--- src/rtl/led_pkg.sv ---
// Shared encodings for the LED pattern driver: command modes and handshake FSM states.
package led_pkg;

  typedef enum logic [1:0] {
    MODE_OFF     = 2'd0,
    MODE_ON      = 2'd1,
    MODE_BLINK   = 2'd2,
    MODE_BREATHE = 2'd3
  } mode_e;

  typedef enum logic {
    ST_IDLE    = 1'b0,
    ST_PENDING = 1'b1
  } state_e;

endpackage

--- src/rtl/led_pwm_core.sv ---
// PWM counter, brightness compare and registered LED output.
// The counter period is 2^PWM_BITS-1, so an all-ones level stays high through the wrap.
module led_pwm_core #(
  parameter int PWM_BITS = 8
) (
  input  logic                clk_i,
  input  logic                rst_ni,
  input  logic [PWM_BITS-1:0] eff_level_i,
  output logic                led_o,
  output logic                wrap_o
);

  localparam logic [PWM_BITS-1:0] CNT_ONE = PWM_BITS'(1);
  localparam logic [PWM_BITS-1:0] CNT_MAX = ~CNT_ONE;

  logic [PWM_BITS-1:0] pwm_cnt_q, pwm_cnt_d;
  logic                led_q, led_d;

  always_comb begin
    pwm_cnt_d = (pwm_cnt_q == CNT_MAX) ? '0 : pwm_cnt_q + CNT_ONE;
    led_d     = (pwm_cnt_q < eff_level_i);
  end

  // NOTE: sequential state uses non-blocking assignments so every flop samples pre-edge values.
  always_ff @(posedge clk_i or negedge rst_ni) begin
    if (!rst_ni) begin
      pwm_cnt_q <= '0;
      led_q     <= 1'b0;
    end else begin
      pwm_cnt_q <= pwm_cnt_d;
      led_q     <= led_d;
    end
  end

  assign led_o  = led_q;
  assign wrap_o = (pwm_cnt_q == '0);

endmodule

--- src/rtl/led_pattern_driver.sv ---
// Command-driven LED stage: valid/ready command intake, wrap-aligned apply, and
// OFF/ON/BLINK/BREATHE pattern generation feeding the PWM core.
module led_pattern_driver #(
  parameter int PWM_BITS = 8,
  parameter int TICK_DIV = 50000,
  parameter int RATE_W   = 8
) (
  input  logic                clk_50,
  input  logic                reset_n,
  input  logic                cmd_valid,
  output logic                cmd_ready,
  input  logic [1:0]          cmd_mode,
  input  logic [PWM_BITS-1:0] cmd_level,
  input  logic [RATE_W-1:0]   cmd_rate,
  output logic                led_o,
  output logic                busy_o
);
  import led_pkg::*;

  localparam int                  PRESC_W   = (TICK_DIV > 2) ? $clog2(TICK_DIV) : 1;
  localparam logic [PRESC_W-1:0]  PRESC_MAX = PRESC_W'(TICK_DIV - 1);
  localparam logic [PRESC_W-1:0]  PRESC_ONE = PRESC_W'(1);
  localparam logic [RATE_W-1:0]   RATE_ONE  = RATE_W'(1);
  localparam logic [PWM_BITS-1:0] LVL_ONE   = PWM_BITS'(1);

  // Reset asserts asynchronously but releases on a clock edge.
  logic [1:0] rst_sync_q;
  logic       rst_n;

  always_ff @(posedge clk_50 or negedge reset_n) begin
    if (!reset_n) rst_sync_q <= 2'b00;
    else          rst_sync_q <= {rst_sync_q[0], 1'b1};
  end
  assign rst_n = rst_sync_q[1];

  state_e              state_q, state_d;
  mode_e               sh_mode_q, act_mode_q, act_mode_d;
  logic [PWM_BITS-1:0] sh_level_q, act_level_q, act_level_d;
  logic [RATE_W-1:0]   sh_rate_q, act_rate_q, act_rate_d;
  logic [PRESC_W-1:0]  presc_q, presc_d;
  logic [RATE_W-1:0]   step_cnt_q, step_cnt_d;
  logic                phase_on_q, phase_on_d;
  logic [PWM_BITS-1:0] ramp_q, ramp_d;
  logic                ramp_up_q, ramp_up_d;
  logic [PWM_BITS-1:0] eff_level;
  logic                wrap, tick, step, accept, apply;

  // NOTE: every signal driven here gets a default first, so no path can infer a latch.
  always_comb begin
    state_d   = state_q;
    cmd_ready = 1'b0;
    busy_o    = 1'b0;
    unique case (state_q)
      ST_IDLE: begin
        cmd_ready = 1'b1;
        if (cmd_valid) state_d = ST_PENDING;
      end
      ST_PENDING: begin
        busy_o = 1'b1;
        if (wrap) state_d = ST_IDLE;
      end
      default: state_d = ST_IDLE;
    endcase
  end

  assign accept = cmd_valid && cmd_ready;
  assign apply  = (state_q == ST_PENDING) && wrap;
  assign tick   = (presc_q == PRESC_MAX);
  assign step   = tick && (step_cnt_q == act_rate_q);

  always_comb begin
    presc_d     = tick ? '0 : presc_q + PRESC_ONE;
    act_mode_d  = act_mode_q;
    act_level_d = act_level_q;
    act_rate_d  = act_rate_q;
    step_cnt_d  = step_cnt_q;
    phase_on_d  = phase_on_q;
    ramp_d      = ramp_q;
    ramp_up_d   = ramp_up_q;
    if (apply) begin
      act_mode_d  = sh_mode_q;
      act_level_d = sh_level_q;
      act_rate_d  = sh_rate_q;
      step_cnt_d  = '0;
      phase_on_d  = 1'b1;
      ramp_d      = '0;
      ramp_up_d   = 1'b1;
    end else if (tick) begin
      step_cnt_d = step ? '0 : step_cnt_q + RATE_ONE;
      if (step) begin
        phase_on_d = ~phase_on_q;
        // The ramp saturates at level and 0; direction flips on reaching either end.
        if (ramp_up_q) begin
          if (ramp_q >= act_level_q) begin
            ramp_up_d = 1'b0;
          end else begin
            ramp_d = ramp_q + LVL_ONE;
            if (ramp_q + LVL_ONE == act_level_q) ramp_up_d = 1'b0;
          end
        end else begin
          if (ramp_q == '0) begin
            ramp_up_d = 1'b1;
          end else begin
            ramp_d = ramp_q - LVL_ONE;
            if (ramp_q == LVL_ONE) ramp_up_d = 1'b1;
          end
        end
      end
    end
  end

  always_comb begin
    eff_level = '0;
    unique case (act_mode_q)
      MODE_ON:      eff_level = act_level_q;
      MODE_BLINK:   eff_level = phase_on_q ? act_level_q : '0;
      MODE_BREATHE: eff_level = ramp_q;
      default:      eff_level = '0;
    endcase
  end

  // NOTE: only a handful of flops, no memories, so everything is reset to a known state.
  always_ff @(posedge clk_50 or negedge rst_n) begin
    if (!rst_n) begin
      state_q     <= ST_IDLE;
      sh_mode_q   <= MODE_OFF;
      sh_level_q  <= '0;
      sh_rate_q   <= '0;
      act_mode_q  <= MODE_OFF;
      act_level_q <= '0;
      act_rate_q  <= '0;
      presc_q     <= '0;
      step_cnt_q  <= '0;
      phase_on_q  <= 1'b1;
      ramp_q      <= '0;
      ramp_up_q   <= 1'b1;
    end else begin
      state_q     <= state_d;
      if (accept) begin
        sh_mode_q  <= mode_e'(cmd_mode);
        sh_level_q <= cmd_level;
        sh_rate_q  <= cmd_rate;
      end
      act_mode_q  <= act_mode_d;
      act_level_q <= act_level_d;
      act_rate_q  <= act_rate_d;
      presc_q     <= presc_d;
      step_cnt_q  <= step_cnt_d;
      phase_on_q  <= phase_on_d;
      ramp_q      <= ramp_d;
      ramp_up_q   <= ramp_up_d;
    end
  end

  led_pwm_core #(
    .PWM_BITS(PWM_BITS)
  ) u_pwm (
    .clk_i      (clk_50),
    .rst_ni     (rst_n),
    .eff_level_i(eff_level),
    .led_o      (led_o),
    .wrap_o     (wrap)
  );

endmodule

--- config.mk ---
export PLATFORM = sky130hd
export DESIGN_NAME = led_pattern_driver
export DESIGN_NICKNAME = d
export VERILOG_FILES = /design/src/rtl/led_pkg.sv /design/src/rtl/led_pwm_core.sv /design/src/rtl/led_pattern_driver.sv
export SDC_FILE = /design/constraint.sdc
export NUM_CORES = 1
export LEC_CHECK = 0
export BUFFER_PORTS_ARGS = -buffer_cell sky130_fd_sc_hd__buf_2
export CAP_MARGIN = 0
export CORE_ASPECT_RATIO = 0.6
export CORE_MARGIN = 4
export CORE_UTILIZATION = 68
export CTS_BUF_LIST = sky130_fd_sc_hd__clkbuf_2 sky130_fd_sc_hd__clkbuf_4 sky130_fd_sc_hd__clkbuf_8
export DETAILED_ROUTE_END_ITERATION = 10
export PLACE_DENSITY = 0.9
export SLEW_MARGIN = 20
export SYNTH_ARGS = -nofsm -noshare
export SYNTH_HDL_FRONTEND = slang
export SYNTH_SLANG_ARGS = --single-unit
export TNS_END_PERCENT = 100
--- constraint.sdc ---
create_clock -name clk_50 -period 3.7 [get_ports clk_50]
set_input_delay 0.185 -clock clk_50 [delete_from_list [all_inputs] [get_ports clk_50]]
set_output_delay 0.185 -clock clk_50 [all_outputs]
set_load 0.01 [all_outputs]
# Word level (Yosys, flattened, before mapping)
# Index checks and enable logic that the tools add are counted.
word_totals:
  reg_bits: 82
  input_bits: 21
  output_inout_bits: 3
  word_cells: 72
classes:
  n_addsub: 5
  order_cmp: 2
  n_eq_ne: 10
  n_mux: 29
  bitwise: 2
  reduce_logical: 9
ops:
  columns: ["op", "count"]
  rows:
  - ["two-way mux 8 bit", 11]
  - ["adder 8 x 1 -> 8 bit (second input constant)", 3]
  - ["one-hot mux 8 bit (3 select lines)", 1]
  - ["adder 16 x 1 -> 16 bit (second input constant)", 1]
  - ["equality test 16 bit (second input constant)", 1]
  - ["equality test 8 bit", 2]
  - ["logical NOT 8 bit", 2]
  - ["two-way mux 16 bit", 1]
  - ["two-way mux 1 bit", 15]
  - ["equality test 8 x 1 -> 1 bit (second input constant)", 1]
  - ["equality test 8 bit (second input constant)", 1]
  - [">= comparator 8 bit", 1]
  - ["less-than comparator 8 bit", 1]
  - ["subtractor 8 x 1 -> 8 bit (second input constant)", 1]
  - ["!= test 3 bit (second input constant)", 2]
  - ["equality test 2 bit (second input constant)", 2]
  - ["AND reduction 4 bit", 1]
  - ["nonzero test 2 bit", 2]
  - ["logical AND 1 bit", 3]
  - ["equality test 2 x 1 -> 1 bit (second input constant)", 1]
  - ["NOT 1 bit", 2]
  - ["one-hot mux 1 bit (2 select lines)", 1]
  - ["AND reduction 2 bit", 1]

# Depth between registers and ports, before layout
depth:
  ltp_word: 8
  depth_mapped: 9
  ltp_nobuf: 8

# By module
# Synthesis repeated with hierarchy kept, for this count alone.
hier_totals:
  cells_unflattened: 477
  hier_area_um2: 4662.0
by_module_without_submodules:
  columns: ["module", "instances", "cells_each", "area_each_um2", "seq_area_each_um2"]
  rows:
  - ["led_pattern_driver", 1, 412, 4038.9, 1829.3]
  - ["led_pwm_core", 1, 65, 623.1, 225.2]

# Least setup slack after synthesis
# OpenSTA, ideal clock, no wires.
synth_timing:
  path_type: "reg-to-reg"
  startpoint: "register act_level_q[6]"
  endpoint: "register ramp_q[3]"
  arrival_time_ns: 2.189
  setup_slack_ns: 1.433
  path_stages_with_launch: 8
  n_path_buf: 0
  synth_period_minus_slack_ns: 2.267
  cell_sequence: "dfrtp_1 > inv_1 > ha_1 > and4_4 > a2111o_1 > o21a_4 > or4_1 > a21oi_1"
synth_via:
  elab_chain_cells: 3
synth_lines:
  columns: ["item", "line", "text"]
  rows:
  - ["start: declaration", "led_pattern_driver.sv:38", "logic [PWM_BITS-1:0] sh_level_q, act_level_q, act_level_d;"]
  - ["start signal: assignment", "led_pattern_driver.sv:145", "act_level_q <= act_level_d;"]
  - [">= comparator 8 bit", "led_pattern_driver.sv:94", "if (ramp_q >= act_level_q) begin"]
  - ["!= test 3 bit (no source line)", null, null]
  - ["AND reduction 4 bit (no source line)", null, null]
  - ["end signal: assignment", "led_pattern_driver.sv:150", "ramp_q <= ramp_d;"]
  - ["end: declaration", "led_pattern_driver.sv:43", "logic [PWM_BITS-1:0] ramp_q, ramp_d;"]
# No other way between the ends.
# A chain may end at the register's enable or synchronous reset.

# Final worst setup path
layout_timing:
  startpoint: "register phase_on_q"
  endpoint: "register u_pwm.led_q, in the netlist u_pwm.led_o"
layout_via:
  elab_chain_cells: 3
layout_lines:
  columns: ["item", "line", "text"]
  rows:
  - ["start: declaration", "led_pattern_driver.sv:42", "logic phase_on_q, phase_on_d;"]
  - ["start signal: assignment", "led_pattern_driver.sv:149", "phase_on_q <= phase_on_d;"]
  - ["two-way mux 8 bit", "led_pattern_driver.sv:116", "MODE_BLINK: eff_level = phase_on_q ? act_level_q : '0;"]
  - ["one-hot mux 8 bit (3 select lines)", "led_pattern_driver.sv:114", "unique case (act_mode_q)"]
  - ["less-than comparator 8 bit", "led_pwm_core.sv:21", "led_d = (pwm_cnt_q < eff_level_i);"]
  - ["named net u_pwm.led_d", "led_pwm_core.sv:17", "logic led_q, led_d;"]
  - ["end signal: assignment", "led_pwm_core.sv:31", "led_q <= led_d;"]
  - ["end: declaration", "led_pwm_core.sv:17", null]
# The timed path passes the listed nets, and every way through them passes these cells.

==> impl_metrics.tcl <==
set metrics [dict create \
    rsz0062_at_grt "false" \
    drive_gt1_share_pct 16.9 \
    cp-start-kind "flip-flop" \
    yosys.cell_types.count 49 \
    synth-seq-cells 82 \
    worstSkewPairLatency_ns 0.37 \
    cap_viol_max_count 0 \
    cp_cell_sequence "nand2_1, mux2i_1, a22oi_1, ha_1, a21o_1, a21o_1, a221o_1, a31oi_1" \
    grt_max_degree 81 \
    final-setup-viol-count 0 \
    crit_start "phase_on_q$_DFFE_PN1P_" \
    slew_headroom_pct 33.4 \
    syn_area_sq_mm 0.00437 \
    synthToLayoutAreaGrowth_pct 8.96 \
    hold_buffers 1 \
    fin_cells 552 \
    synth_edf_count 0 \
    cts_resized 0 \
    drt_iter0_markers 383 \
    hp-class "in -> reg" \
    synthCells 442 \
    final_util_pct 77.3 \
    first_pass_iters 5 \
    synth_warnings 0 \
    clk_pin_slew_ns 0.09 \
    clkSinkCount 82 \
    rows 22 \
    grtUsageTotal_pct 27.2 \
    cts_buffer_depth 2 \
    worstMarginPinSlew_ns 0.999 \
    drc 0 \
    antenna_cells 0 \
    layout.nets 508 \
    ant_nets 0 \
    tns_ns 0 \
    slowest_delay_ns 0.58 \
    fin_skew_ns 0.00903 \
    power_mw 1.84 \
    initial_utilization_pct 70.9 \
    boundaryPins 24 \
    post-route-period-util_pct 71.1 \
    dpl-instance-area_sq_mm 0.00454 \
    vias 3527 \
    status "finished, final reports clean" \
    synthArstFlopShare_pct 100 \
    dp_hpwl_um 7040 \
    hold_start "cmd_valid" \
    grt_pass1_wl_um 16900 \
    fp.dieH_um 70.1 \
    gp_congestion 0.920 \
    antenna_found_initial 1 \
    die-area_sq_mm 0.00782 \
    worst_path_most_repeated_cell "a21o_1" \
    cts_setup_buffers 0 \
    min_period_ns 2.63 \
    cts_root_buf "clkbuf_8" \
    yosysSeqAreaShare_pct 47.0 \
    wl_per_cell_um 18.1 \
    crit_required_ns 3.99 \
    dpl.cell_count 534 \
    clock.fmax_mhz 380 \
    whs_path_depth 3 \
    routed_wl_um 10000 \
    die_width_um 112 \
    reg2reg_from "phase_on_q$_DFFE_PN1P_" \
    cp-end-kind "flip-flop" \
    vdd_drop_max_mv 0.352 \
    crit_type "reg -> reg" \
    numCtsBuffers 9 \
    avgViaCountPerCell 6.39 \
    gr-total-overflow 0 \
    path_max_fanout 8 \
    hold_violations 0 \
    io_buffers 23 \
    slowest_stage "mux2i_1" \
    cts_tree "built" \
    htree_levels 3 \
    syn_nets 487 \
    finalInstanceArea_sq_mm 0.00476 \
    powerDensity_mw_per_mm2 386 \
    arrival_ns 2.92 \
    synth_top_flop_cell "dfrtp_1" \
    r2r_cells 8 \
    slew_violations 0 \
    syn-mean-instance-area_sq_um 9.89 \
    nFillCells 389 \
    core-area_sq_mm 0.00617 \
    grt_pass1_vias 3423 \
    leakagePower_nw 2.16 \
]
## registers in the layout (all words and copies together), names as in the netlist
name             cells
sh_rate_q            8
sh_mode_q            2
ramp_up_q            1
presc_q             16
ramp_q               8
act_level_q          8
u_pwm.pwm_cnt_q      8
u_pwm.led_o          1
act_rate_q           8
sh_level_q           8
phase_on_q           1
act_mode_q           2
step_cnt_q           8
state_q              1
rst_sync_q           2
## report_power, final
group	leakage [nW]	total [mW]	switching [mW]	internal, mW
Sequential	1.03	1.01	0.0587	0.954
Combinational	1.03	0.210	0.108	0.102
Clock	0.0925	0.614	0.359	0.255
## stage by stage
step / hold WS, ns / setup slack, ns
2_1_floorplan: -0.111 / 1.25
3_3_place_gp: -0.0300 / 1.32
3_5_place_dp: -0.0287 / 1.17
4_1_cts: 0.0228 / 1.14
5_1_grt: 0.0247 / 0.828
6_report: 0.0267 / 1.07
## cell usage in the layout (no fill, tap or decap), types with 7 or more instances in the layout
master    instances
nand2_1          63
buf_2            23
and2_1            7
and3_1           10
nand3_1          16
ha_1             24
xor2_1           16
inv_1            16
xnor2_1          20
clkbuf_8          9
a22oi_1           8
mux2_2           19
nor2_1           26
dfrtp_1          79
nand4_1           8
o21ai_0          23
a21oi_1          20
## worst max-delay path, delay by kind of cell, from the launching register on
kind	cells	cell delay (ns)
fa+ha+maj	1	0.34
mux	1	0.58
compound gates	5	1.02
simple gates	1	0.05
flops	1	0.55
## worst paths after layout
kind                                                   to  slack, ns
worst min-delay path                    state_q$_DFF_PN0_       0.03
worst max-delay path                u_pwm.led_o$_DFF_PN0_       1.07
min in group asynchronous         rst_sync_q[1]$_DFF_PN0_       0.12
max in group asynchronous           ramp_up_q$_DFFE_PN1P_       2.80
worst min register to register  act_rate_q[4]$_DFFE_PN0N_       0.27
worst max register to register      u_pwm.led_o$_DFF_PN0_       1.07
## Yosys cell counts (all sizes together), types with 2 or more instances
library cell,count,area share [%]
a21o,3,0.52
a21oi,20,2.3
a22oi,8,1.4
a31o,4,0.80
and2,7,1.0
and3,10,1.4
and4,4,0.86
buf,6,0.69
clkbuf,12,1.0
dfrtp,80,46
dfstp,2,1.2
ha,24,6.9
inv,16,1.4
mux2,19,4.9
mux2i,2,0.46
nand2,63,5.4
nand2b,2,0.29
nand3,16,1.8
nand4,8,1.1
nor2,27,2.4
nor2b,3,0.43
nor3,2,0.23
nor3b,2,0.34
nor4,4,0.57
nor4b,2,0.40
o211ai,2,0.34
o21a,3,0.69
o21ai,24,2.7
o31ai,5,0.86
or3,4,0.57
or3b,6,1.2
or4,5,0.86
xnor2,20,4.0
xor2,16,3.2
## cell type report
class                      instances  area (sq um)  share of cell area (%)
sequential                        82          2060                    43.2
inverter                          16          60.1                    1.26
timing repair buffer              28           175                    3.68
clock inverter                     7          58.8                    1.23
multi-input combinational        326          2180                    45.8
clock buffer                       9           124                    2.60
tap                               84           105                    2.21
## layer usage
metal / global-route usage [%] / up-vias / routed length, um
li1: - / 1597 / -
met1: 37.7 / 1708 / 4460
met2: 42.3 / 183 / 4440
met3: 7.71 / 37 / 866
met4: 7.56 / 2 / 225
met5: 0 / - / 9
## logic make-up after synthesis
family,count (synthesis),share of synthesized area [%]
xor+xnor,36,7.21
simple gates,167,19.3
compound gates,77,11.1
flops,82,47.0
mux,21,5.35
buf+inv,34,3.09
fa+ha+maj,24,6.87
other cells,1,0.0858
(Power assumes the default switching activity.)
